<file path="config.mk">
export PLATFORM = sky130hd
export DESIGN_NAME = apb2axi_issue_sched
export DESIGN_NICKNAME = d
export VERILOG_FILES = /design/src/rtl/apb2axi_pkg.sv /design/src/rtl/apb2axi_credit_cnt.sv /design/src/rtl/apb2axi_issue_sched.sv
export SDC_FILE = /design/constraint.sdc
export NUM_CORES = 1
export LEC_CHECK = 0
export CORE_MARGIN = 5
export CORE_UTILIZATION = 30
export DETAILED_ROUTE_END_ITERATION = 10
export GPL_ROUTABILITY_DRIVEN = 0
export PLACE_DENSITY = 0.68
export SKIP_LAST_GASP = 1
export SLEW_MARGIN = 20
export SYNTH_ARGS = -nofsm -noshare
export SYNTH_HDL_FRONTEND = slang
export SYNTH_SLANG_ARGS = --single-unit
</file>
<file path="constraint.sdc">
create_clock -name aclk -period 3.69 [get_ports aclk]
set_input_delay 0.738 -clock aclk [delete_from_list [all_inputs] [get_ports aclk]]
set_output_delay 0.738 -clock aclk [all_outputs]
set_load 0.01 [all_outputs]
</file>
<file path="src/rtl/apb2axi_pkg.sv">
`default_nettype none
// ============================================================================
// apb2axi_pkg : shared entry type, outstanding limits and scheduler states
// Rev 1.0
// ============================================================================
package apb2axi_pkg;

   typedef struct packed {
      logic [31:0] addr;
      logic [7:0]  len;
      logic [2:0]  size;
      logic [4:0]  tag;
   } directory_entry_t;

   localparam int REQ_WIDTH      = $bits(directory_entry_t);
   localparam int DEF_MAX_OUT_WR = 4;
   localparam int DEF_MAX_OUT_RD = 4;

   typedef enum logic {
      SCHED_EMPTY = 1'b0,
      SCHED_FULL  = 1'b1
   } sched_state_e;

endpackage
`default_nettype wire

</file>
<file path="src/rtl/apb2axi_credit_cnt.sv">
`default_nettype none
// ============================================================================
// apb2axi_credit_cnt : saturating outstanding-transaction counter, sticky underflow
// Rev 1.0
// ============================================================================
module apb2axi_credit_cnt
   import apb2axi_pkg::*;
#(
   parameter int MAX = DEF_MAX_OUT_WR,
   parameter int CW  = $clog2(MAX + 1)
) (
   input  logic          aclk,
   input  logic          areset,
   input  logic          inc,
   input  logic          dec,
   output logic [CW-1:0] count,
   output logic          at_max,
   output logic          underflow
);

   localparam logic [CW-1:0] C_MAX = CW'(MAX);

   logic [CW-1:0] count_d, count_q;
   logic          underflow_d, underflow_q;

   always_comb begin
      count_d     = count_q;
      underflow_d = underflow_q;
      // A completion with nothing outstanding is a protocol error; never wrap.
      if (dec && (count_q == '0)) begin
         underflow_d = 1'b1;
      end
      if (inc && !dec) begin
         count_d = count_q + CW'(1);
      end else if (dec && !inc && (count_q != '0)) begin
         count_d = count_q - CW'(1);
      end
   end

   always_ff @(posedge aclk) begin
      if (areset) begin
         count_q     <= '0;
         underflow_q <= 1'b0;
      end else begin
         count_q     <= count_d;
         underflow_q <= underflow_d;
      end
   end

   assign count     = count_q;
   assign at_max    = (count_q == C_MAX);
   assign underflow = underflow_q;

endmodule
`default_nettype wire

</file>
<file path="src/rtl/apb2axi_issue_sched.sv">
`default_nettype none
// ============================================================================
// apb2axi_issue_sched : round-robin WR/RD grant into a one-entry issue register
// Rev 1.0
// ============================================================================
module apb2axi_issue_sched
   import apb2axi_pkg::*;
#(
   parameter int ENTRY_W    = REQ_WIDTH,
   parameter int MAX_OUT_WR = DEF_MAX_OUT_WR,
   parameter int MAX_OUT_RD = DEF_MAX_OUT_RD
) (
   input  logic                                aclk,
   input  logic                                areset,
   input  logic                                wr_fifo_valid,
   input  logic [ENTRY_W-1:0]                  wr_fifo_data,
   output logic                                wr_fifo_pop,
   input  logic                                rd_fifo_valid,
   input  logic [ENTRY_W-1:0]                  rd_fifo_data,
   output logic                                rd_fifo_pop,
   input  logic                                hold,
   output logic                                issue_valid,
   input  logic                                issue_ready,
   output logic [ENTRY_W-1:0]                  issue_data,
   output logic                                issue_is_write,
   input  logic                                wr_done,
   input  logic                                rd_done,
   output logic [$clog2(MAX_OUT_WR+1)-1:0]     wr_outstanding,
   output logic [$clog2(MAX_OUT_RD+1)-1:0]     rd_outstanding,
   output logic                                idle,
   output logic                                cnt_err
);

   sched_state_e       state_d, state_q;
   logic               last_wr_d, last_wr_q;
   logic [ENTRY_W-1:0] issue_data_d, issue_data_q;
   logic               issue_is_write_d, issue_is_write_q;

   logic wr_at_max, rd_at_max, wr_uflow, rd_uflow;
   logic wr_elig, rd_elig, slot_free, grant_wr, grant_rd;

   always_comb begin
      state_d          = state_q;
      last_wr_d        = last_wr_q;
      issue_data_d     = issue_data_q;
      issue_is_write_d = issue_is_write_q;

      wr_elig   = wr_fifo_valid && !wr_at_max && !hold;
      rd_elig   = rd_fifo_valid && !rd_at_max && !hold;
      slot_free = (state_q == SCHED_EMPTY) || ((state_q == SCHED_FULL) && issue_ready);
      // On a tie the direction not granted last wins.
      grant_wr  = !areset && slot_free && wr_elig && (!rd_elig || !last_wr_q);
      grant_rd  = !areset && slot_free && rd_elig && (!wr_elig || last_wr_q);

      if (grant_wr || grant_rd) begin
         state_d          = SCHED_FULL;
         issue_data_d     = grant_wr ? wr_fifo_data : rd_fifo_data;
         issue_is_write_d = grant_wr;
         last_wr_d        = grant_wr;
      end else if ((state_q == SCHED_FULL) && issue_ready) begin
         state_d = SCHED_EMPTY;
      end
   end

   always_ff @(posedge aclk) begin
      if (areset) begin
         state_q          <= SCHED_EMPTY;
         last_wr_q        <= 1'b0;
         issue_data_q     <= '0;
         issue_is_write_q <= 1'b0;
      end else begin
         state_q          <= state_d;
         last_wr_q        <= last_wr_d;
         issue_data_q     <= issue_data_d;
         issue_is_write_q <= issue_is_write_d;
      end
   end

   apb2axi_credit_cnt #(.MAX(MAX_OUT_WR)) u_wr_cnt (
      .aclk      (aclk),
      .areset    (areset),
      .inc       (grant_wr),
      .dec       (wr_done),
      .count     (wr_outstanding),
      .at_max    (wr_at_max),
      .underflow (wr_uflow)
   );

   apb2axi_credit_cnt #(.MAX(MAX_OUT_RD)) u_rd_cnt (
      .aclk      (aclk),
      .areset    (areset),
      .inc       (grant_rd),
      .dec       (rd_done),
      .count     (rd_outstanding),
      .at_max    (rd_at_max),
      .underflow (rd_uflow)
   );

   assign wr_fifo_pop    = grant_wr;
   assign rd_fifo_pop    = grant_rd;
   assign issue_valid    = (state_q == SCHED_FULL);
   assign issue_data     = issue_data_q;
   assign issue_is_write = issue_is_write_q;
   assign cnt_err        = wr_uflow || rd_uflow;
   assign idle           = (state_q == SCHED_EMPTY) && (wr_outstanding == '0) && (rd_outstanding == '0);

endmodule
`default_nettype wire
</file>
==> results of run 1 <==
flip-flops by register name, summed over array words and instances (netlist names):
signal / count
issue_data: 48
u_rd_cnt.count: 3
u_wr_cnt.count: 3
issue_is_write: 1
issue_valid: 1
u_rd_cnt.underflow: 1
u_wr_cnt.underflow: 1
path summary, 6_finish.rpt:
kind | end | slack [ns]
setup / recovery | wr_fifo_pop | 0.39
hold reg to reg | u_wr_cnt.underflow | 0.46
hold / removal | u_wr_cnt.underflow | 0.46
setup reg to reg | u_wr_cnt.count[2] | 1.16
final cells by class:
type | count | share of cell area [%]
Timing Repair Buffer | 171 | 36.9
Multi-Input combinational cell | 247 | 29.2
Sequential cell | 58 | 25.3
Clock buffer | 12 | 3.60
Tap cell | 108 | 2.95
Clock inverter | 4 | 1.58
Inverter | 4 | 0.437
power groups by stage:
| stage | logic, mW | clock network (mW) | registers [mW] |
|---|---|---|---|
| final | 0.743 | 0.696 | 0.808 |
| after global routing | 0.815 | 0.751 | 0.824 |
| after CTS | 0.753 | 0.720 | 0.808 |
| after detailed placement | 0.749 | 0 | 0.823 |
| after global placement | 0.737 | 0 | 0.818 |
| after floorplan | 0.305 | 0 | 0.855 |
worst max-delay path: cells and delay by family:
| kind | cells | cell delay [ns] |
|---|---|---|
| buffers and inverters | 4 | 1.12 |
| AO/OA/AOI/OAI | 2 | 0.69 |
logic make-up (layout without fill, tap and decap cells):
| logic type | Yosys count | in the layout | synth area share, % |
|---|---|---|---|
| buf+inv | 32 | 191 | 5.68 |
| compound gates | 96 | 96 | 23.4 |
| xor+xnor | 2 | 2 | 0.663 |
| simple gates | 139 | 139 | 21.6 |
| mux | 8 | 8 | 3.22 |
| fa+ha+maj | 2 | 2 | 1.52 |
| flops | 58 | 58 | 43.9 |
synth_stat cells (2+ instances only):
master,instances,area [sq um]
inv_1,3,11.3
nor3_1,3,15.0
mux2i_1,4,40.0
or3_1,2,12.5
nor2b_1,8,50.1
a31oi_1,37,231
a32o_1,2,20.0
buf_2,8,40.0
fa_1,2,40.0
nand2_1,99,372
o21ai_0,36,180
nor2_1,20,75.1
clkbuf_1,17,63.8
a311oi_2,2,30.0
buf_4,2,15.0
nor3b_1,2,15.0
a211o_1,3,26.3
a21oi_1,3,15.0
dfxtp_1,58,1160
mux2_2,3,33.8
xnor2_1,2,17.5
nand2b_1,4,25.0
a311oi_1,10,87.6
through the flow:
step / worst slack, ns / hold WS [ns] / cells / util, %
after floorplan: 0.863 / 0.429 / 337 / -
after global placement: 0.385 / 0.443 / 588 / 50.3
after detailed placement: 0.391 / 0.447 / 588 / 50.3
after CTS: 0.380 / 0.465 / 604 / 53.1
after global routing: 0.300 / 0.494 / 604 / 53.1
final: 0.390 / 0.461 / 604 / 53.1
metal layers:
| metal | wire length (um) | vias up |
|---|---|---|
| met5 | 0 | - |
| met4 | 208 | 0 |
| met3 | 734 | 16 |
| met2 | 4090 | 107 |
| met1 | 4030 | 1345 |
| li1 | - | 1480 |
==> flow_summary.yaml, run 1 <==
hold_path:
  hold_depth: 2
  hp-start: "u_wr_cnt.underflow"
  hold_path.class: "reg2reg"
synth:
  synth_area_sq_mm: 0.00264
  syn_inst: 337
  synthArstFlopShare_pct: 0
  ys_dominant_reg_cell: "dfxtp_1"
  netlist-cell-type-count: 30
  ys_seq_area_share_pct: 43.9
  synth_edf_count: 0
  ys_ff_latch: 58
  synth_nets: 443
  yosys_warnings: 0
  synth_area_per_cell_sq_um: 7.84
routing:
  num_vias: 2948
  viasPerCell: 4.88
  drc_errors: 0
  wl_um: 9070
  ant_nets: 0
  wire_per_inst_um: 15.0
  drtPass1Iterations: 4
  drtIter0Drc: 102
placement:
  port_buffers: 163
  hpwl_um: 6520
  place_area_sq_mm: 0.00435
grt:
  grt_use_total_pct: 16.7
  grtUsageMet3_pct: 6.95
  grt_pass1_vias: 2974
  overflow: 0
  grt.busiest_layer: "met2"
  grt_util_met1_pct: 20.0
  grt_max_degree: 56
  grt_util_met2_pct: 26.5
  antenna_found_initial: 0
  grt_pass1_wl_um: 15000
worst_setup_path:
  max_stage_delay_ns: 0.55
  path_class: "in2out"
  reg2reg_from: "u_wr_cnt.count[0]"
  setup.worst_path.start_class: "primary input"
  startpoint: "wr_fifo_valid"
  worstPathRequired_ns: 2.95
  cp_cell_sequence: "clkdlybuf4s50_1 -> inv_1 -> a211o_1 -> a211o_2 -> clkinv_4 -> clkdlybuf4s50_1"
  cp-end-kind: "output port"
  slowest_stage: "clkdlybuf4s50_1"
  critPathMaxFanout: 4
  worst_ep_arrival_time_ns: 2.56
  r2r_cells: 9
  path_common_cell: "clkdlybuf4s50_1"
cells_and_area:
  nFillCells: 798
  stdcell_area_sq_mm: 0.00459
  diodes: 0
  layout_common_cells: "163 x clkdlybuf4s50_1, 99 x nand2_1, 58 x dfxtp_1"
  mostFrequentLayoutCell: "clkdlybuf4s50_1"
  final_nets: 597
  multi_input_area_sq_mm: 0.00134
  drive_gt1_share_pct: 6.65
  seq_area_sq_mm: 0.00116
  area_growth_pct: 73.5
clock_tree:
  htree_levels: 3
  cts_buffers: 9
  clock-sinks: 58
  clk_path_buf_depth: 2
  cts_tree: "yes"
  root_buffer: "clkbuf_8"
  post-cts-setup-buffers: 0
  ctsResizeCount: 0
  clock_latency_ns: 0.33
  cts.reportedPaths.clkPinSlew_ns: 0.06
  cts_hold_buf: 0
power_and_ir_drop:
  p_total_mw: 2.25
  p_leak_nw: 1.74
  p_int_mw: 1.59
  p_switching_mw: 0.655
  p_comb_share_pct: 33.1
  seq_power_share_pct: 36.0
  ir_worst_vdd_mv: 0.211
  switching_share_pct: 29.1
  pwr-share-clk_pct: 31.0
  power.density_mw_per_mm2: 490
floorplanning:
  io_pins: 164
  dieArea_sq_mm: 0.0108
  die_w_um: 104
  die_h_um: 104
  row_count: 34
  initial_core_util_pct: 30.6
  core_sq_mm: 0.00864
timing:
  max_clock_freq_mhz: 303
  max-slew-margin-rel_pct: 63.6
  final.setup.tns_ns: 0
  rsz0062_at_grt: "no"
  fin_crit_sh_pct: 89.4
  tightest_slew_ns: 0.546
  hold_violations: 0
  fin_skew_ns: 0.00844
  drv_slew: 0
  finalCriticalPeriod_ns: 3.30
  setup_viol: 0
run:
  drv_cap: 0
status:
  status: "completed"
Power figures use the tool's default switching activity.
==> run 2: changes to the inputs <==
Settings changed: SKIP_LAST_GASP 1 to default.
==> results of run 2 <==
The final DEF is identical to that of run 1; final timing and power are the same.
